`src/rtl/multi_tick_divider.sv`:
```
// Bank of independent programmable tick dividers with a per-channel pending divisor slot.
// Optional square-wave outputs are built only when TICK_SQUARE_OUT_EN is defined.
module multi_tick_divider #(
  parameter int NUM_CH  = 4,
  parameter int CNT_W   = 30,
  parameter int RST_DIV = 0,
  localparam int LCH_W  = (NUM_CH > 1) ? $clog2(NUM_CH) : 1
) (
  input  logic              clk,
  input  logic              rst_n,
  input  logic              load_valid,
  input  logic [LCH_W-1:0]  load_ch,
  input  logic [CNT_W-1:0]  load_div,
  output logic              load_ready,
  input  logic [NUM_CH-1:0] ch_en,
  input  logic              restart,
  output logic [NUM_CH-1:0] tick
`ifdef TICK_SQUARE_OUT_EN
  ,
  output logic [NUM_CH-1:0] sq_out
`endif
);

  logic [CNT_W-1:0]  cnt      [NUM_CH];
  logic [CNT_W-1:0]  act_div  [NUM_CH];
  logic [CNT_W-1:0]  pend_div [NUM_CH];
  logic [NUM_CH-1:0] pend_flag;
  logic [NUM_CH-1:0] tick_q;
  logic [NUM_CH-1:0] load_hit;
  logic [NUM_CH-1:0] term;

  // Handshake: a write transfers on a cycle where load_valid && load_ready.
  // load_ready drops only while the addressed channel already holds a pending
  // divisor; writes to channels that do not exist are accepted and discarded.
  always_comb begin
    load_ready = 1'b1;
    load_hit   = '0;
    term       = '0;
    for (int i = 0; i < NUM_CH; i++) begin
      if (int'(load_ch) == i) begin
        load_ready  = !pend_flag[i];
        load_hit[i] = load_valid && !pend_flag[i];
      end
      term[i] = ch_en[i] && (cnt[i] == act_div[i]);
    end
  end

  always_ff @(posedge clk or negedge rst_n) begin
    if (!rst_n) begin
      for (int i = 0; i < NUM_CH; i++) begin
        cnt[i]      <= '0;
        act_div[i]  <= CNT_W'(RST_DIV);
        pend_div[i] <= '0;
      end
      pend_flag <= '0;
      tick_q    <= '0;
    end else begin
      for (int i = 0; i < NUM_CH; i++) begin
        if (restart) begin
          // A write landing together with restart bypasses the pending slot.
          cnt[i]       <= '0;
          tick_q[i]    <= 1'b0;
          pend_flag[i] <= 1'b0;
          if (load_hit[i]) begin
            act_div[i] <= load_div;
          end else if (pend_flag[i]) begin
            act_div[i] <= pend_div[i];
          end
        end else begin
          tick_q[i] <= term[i];
          if (term[i]) begin
            cnt[i] <= '0;
            if (pend_flag[i]) begin
              act_div[i]   <= pend_div[i];
              pend_flag[i] <= 1'b0;
            end
          end else if (ch_en[i]) begin
            cnt[i] <= cnt[i] + 1'b1;
          end
          // load_hit implies the slot was empty, so this never collides with
          // the wrap-time copy above; a same-cycle write waits for the next wrap.
          if (load_hit[i]) begin
            pend_div[i]  <= load_div;
            pend_flag[i] <= 1'b1;
          end
        end
      end
    end
  end

  assign tick = tick_q;

`ifdef TICK_SQUARE_OUT_EN
  logic [NUM_CH-1:0] sq_q;

  always_ff @(posedge clk or negedge rst_n) begin
    if (!rst_n) begin
      sq_q <= '0;
    end else if (restart) begin
      sq_q <= '0;
    end else begin
      sq_q <= sq_q ^ term;
    end
  end

  assign sq_out = sq_q;
`endif

endmodule

```
`config.mk`:
```
export PLATFORM = sky130hd
export DESIGN_NAME = multi_tick_divider
export DESIGN_NICKNAME = d
export VERILOG_FILES = /design/src/rtl/multi_tick_divider.sv
export SDC_FILE = /design/constraint.sdc
export NUM_CORES = 1
export LEC_CHECK = 0
export CORE_UTILIZATION = 40
export CTS_CLUSTER_DIAMETER = 150
export DETAILED_ROUTE_END_ITERATION = 7
export PLACE_DENSITY = 0.56
export SYNTH_ARGS = -nofsm -noshare
export SYNTH_HDL_FRONTEND = slang
export SYNTH_SLANG_ARGS = --single-unit
```
`constraint.sdc`:
```
create_clock -name clk -period 5.38 [get_ports clk]
set_input_delay 1.614 -clock clk [delete_from_list [all_inputs] [get_ports clk]]
set_output_delay 1.614 -clock clk [all_outputs]
set_load 0.05 [all_outputs]
```
==> results.sh <==
export IMPL_final_cells=2100
export IMPL_cts_root_buf="clkbuf_16"
export IMPL_yosys_cell_types_count=55
export IMPL_synth_top_area_share=0.536
export IMPL_async_reset_ff_frac=1.00
export IMPL_wl_per_cell_um=20.9
export IMPL_worstSetupPathDepth=5
export IMPL_portBuffers=44
export IMPL_htreeDepth=2
export IMPL_synth_area_per_cell_um2=11.4
export IMPL_drtAntennaViolNets=0
export IMPL_cts_sinks=368
export IMPL_regArea_mm2=0.00921
export IMPL_pre_cts_slack_ps=478
export IMPL_finalCritPeriodShare=0.931
export IMPL_post_dp_hpwl_mm=28.3
export IMPL_postLayoutCoreUtil=0.464
export IMPL_status="finished, final reports clean"
export IMPL_final_max_slew_viol_count=0
export IMPL_gp_congestion=0.838
export IMPL_drive_above_1_share=0.149
export IMPL_postSynthCellCount=1503
export IMPL_holdCritStartpoint="pend_div[32]"
export IMPL_initial_utilization=0.408
export IMPL_boundaryPins=45
export IMPL_r2r_slack_ps=2580
export IMPL_end_kind="primary output"
export IMPL_slew_limit_headroom=0.306
export IMPL_rr_worst_depth=7
export IMPL_finalSetupTns_ps=0
export IMPL_die_w_um=209
export IMPL_path_max_fanout=7
export IMPL_grt_pass1_vias=12100
export IMPL_grt_usage=0.206
export IMPL_power_density_mw_per_mm2=394
export IMPL_fillCellCount=3910
export IMPL_hold_violations=0
export IMPL_required_ps=3770
export IMPL_synthTopCellsByArea="dfrtp_1 54%, mux2_2 7.9%, xnor2_1 6.3%"
export IMPL_r2r_end="act_div[93]"
export IMPL_ys_seq_area_frac=0.536
export IMPL_synth_ff_type="dfrtp_1"
export IMPL_vias=11900
export IMPL_core_mm2=0.0421
export IMPL_cp_top_family="buffers and inverters"
export IMPL_cp_start_kind="primary input"
export IMPL_syn_num_nets=1547
export IMPL_setup_ws_ps=372
export IMPL_cts_tree="done"
export IMPL_crit_path_frequent_cell="o21ai_0"
export IMPL_grt_pass1_wl_mm=70.6
export IMPL_cp_slowest_stage_delay_ps=640
export IMPL_fin_skew_ps=8.17
export IMPL_postCtsSetupRepairBufs=0
export IMPL_synth_edf_count=0
export IMPL_area_growth_pct=13.9
export IMPL_grt_max_degree=100
export IMPL_fin_crit_ps=5010
export IMPL_clk_path_buf_depth=3
export IMPL_globalRouteOverflowTotal=0
export IMPL_fp_dieH_um=209
export IMPL_setup_viol=0
export IMPL_ir_worst_vdd_uv=238
export IMPL_numCtsBuffers=42
export IMPL_drtIter0Drc=842
export IMPL_cap_violations=0
export IMPL_cp_arrival_ps=3390
export IMPL_rsz0062_at_grt="no"
export IMPL_crit_type="in -> out"
export IMPL_nets=1571
export IMPL_crit_chain="clkdlybuf4s50_1, o21ai_0, o21ai_0, buf_4, buf_12"
export IMPL_cts_resized=0
export IMPL_synth_largest_area_cell="dfrtp_1"
export IMPL_drt_pass1_iter_count=5
export IMPL_dp_cells=2022
export IMPL_clk_pin_slew_ps=50
export IMPL_power_leakage_nw=7.90
export IMPL_syn_area_mm2=0.0172
export IMPL_clk_latency_ps=560
export IMPL_timing_fmax_ghz=0.200
export IMPL_viasPerCell=5.69
export IMPL_crit_slowest_cell="clkdlybuf4s50_1"
export IMPL_hold_path_endpoint="pend_div[32]"
export IMPL_hp_class="reg -> reg"
export IMPL_synth_seq_cells=368
export IMPL_die_area_mm2=0.0438
export IMPL_drc_errors=0
export IMPL_grt_antenna_before_repair=0
export IMPL_ys_warn_count=0
export IMPL_crit_buf_inv=3
export IMPL_final_cell_mix="368 x dfrtp_1, 131 x nor2_1, 123 x xnor2_1, 120 x o22ai_1, 120 x mux2_2"
export IMPL_final_common_cell="dfrtp_1"
export IMPL_multi_input_area_mm2=0.00756
export IMPL_cts_hold_buffers_added=0
export IMPL_finalPower_mw=7.71
export IMPL_hold_path_depth=1
export IMPL_wirelength_mm=43.8
export IMPL_r2r_start="cnt[90]"
export IMPL_rows=75
export IMPL_worst_pin_slew_ps=1040
==> metrics by stage <==
stage	instance area [um^2]	hold WS, ps
CTS	19600	508
finish	19600	507
detailed placement	18200	495
global placement	18200	488
global route	19600	521
floorplan	17200	480
==> flip-flops by register name (all words and copies together), names as in the netlist <==
name and cells:
pend_flag 4, cnt 120, act_div 120, tick 4, pend_div 120
==> power by group <==
part	switching, mW	internal, mW	leakage (nW)
Combinational	0.485	0.653	2.64
Clock	1.16	1.72	0.679
Sequential	0.389	3.30	4.58
==> worst max path at each step <==
stage                     startpoint         end  slack [ps]
after global placement    load_ch[0]  load_ready         420
after CTS                 load_ch[0]  load_ready         470
after detailed placement  load_ch[0]  load_ready         480
after global routing      load_ch[0]  load_ready         390
final                     load_ch[0]  load_ready         370
after floorplan           load_ch[0]  load_ready         960
==> area by class of cell <==
cell class / count / area share
clock buffers: 67 / 0.0654
inverters: 14 / 0.00269
clock inverters: 10 / 0.00544
multi-input cells: 1031 / 0.386
repair buffers: 70 / 0.0349
diodes: 1 / 0.000128
flip-flops and latches: 368 / 0.471
well taps: 539 / 0.0345
==> synth_stat cells (all sizes together) (5+ instances only) <==
| master | count |
|---|---|
| clkbuf | 71 |
| nor3 | 19 |
| and4 | 10 |
| a31oi | 5 |
| o22ai | 120 |
| o2bb2a | 8 |
| nand2 | 56 |
| dfrtp | 368 |
| nand3 | 51 |
| and3 | 13 |
| a2bb2oi | 116 |
| xor2 | 96 |
| xnor2 | 123 |
| o21ai | 13 |
| nor2 | 133 |
| or4 | 7 |
| buf | 19 |
| nor4 | 20 |
| nand4 | 55 |
| and2 | 11 |
| o31ai | 6 |
| inv | 14 |
| nand2b | 5 |
| a21oi | 9 |
| mux2 | 120 |
==> layer usage <==
metal	track usage	vias up	routed length, um
met3	0.0326	64	1630
met2	0.314	209	19600
met1	0.303	6123	21500
met5	0	-	0
met4	0.0591	0	1100
li1	-	5546	-
==> kinds of logic (layout without fill, tap and decap cells) <==
| logic type | Yosys count | in the layout | share of synthesized area |
|---|---|---|---|
| simple gates | 391 | 391 | 0.116 |
| flops | 368 | 368 | 0.536 |
| compound gates | 297 | 297 | 0.128 |
| fa+ha+maj | 4 | 4 | 0.00291 |
| other cells | 0 | 1 | 0 |
| buf+inv | 104 | 161 | 0.0263 |
| mux | 120 | 120 | 0.0787 |
| xor+xnor | 219 | 219 | 0.112 |
Power figures use the tool's default switching activity.
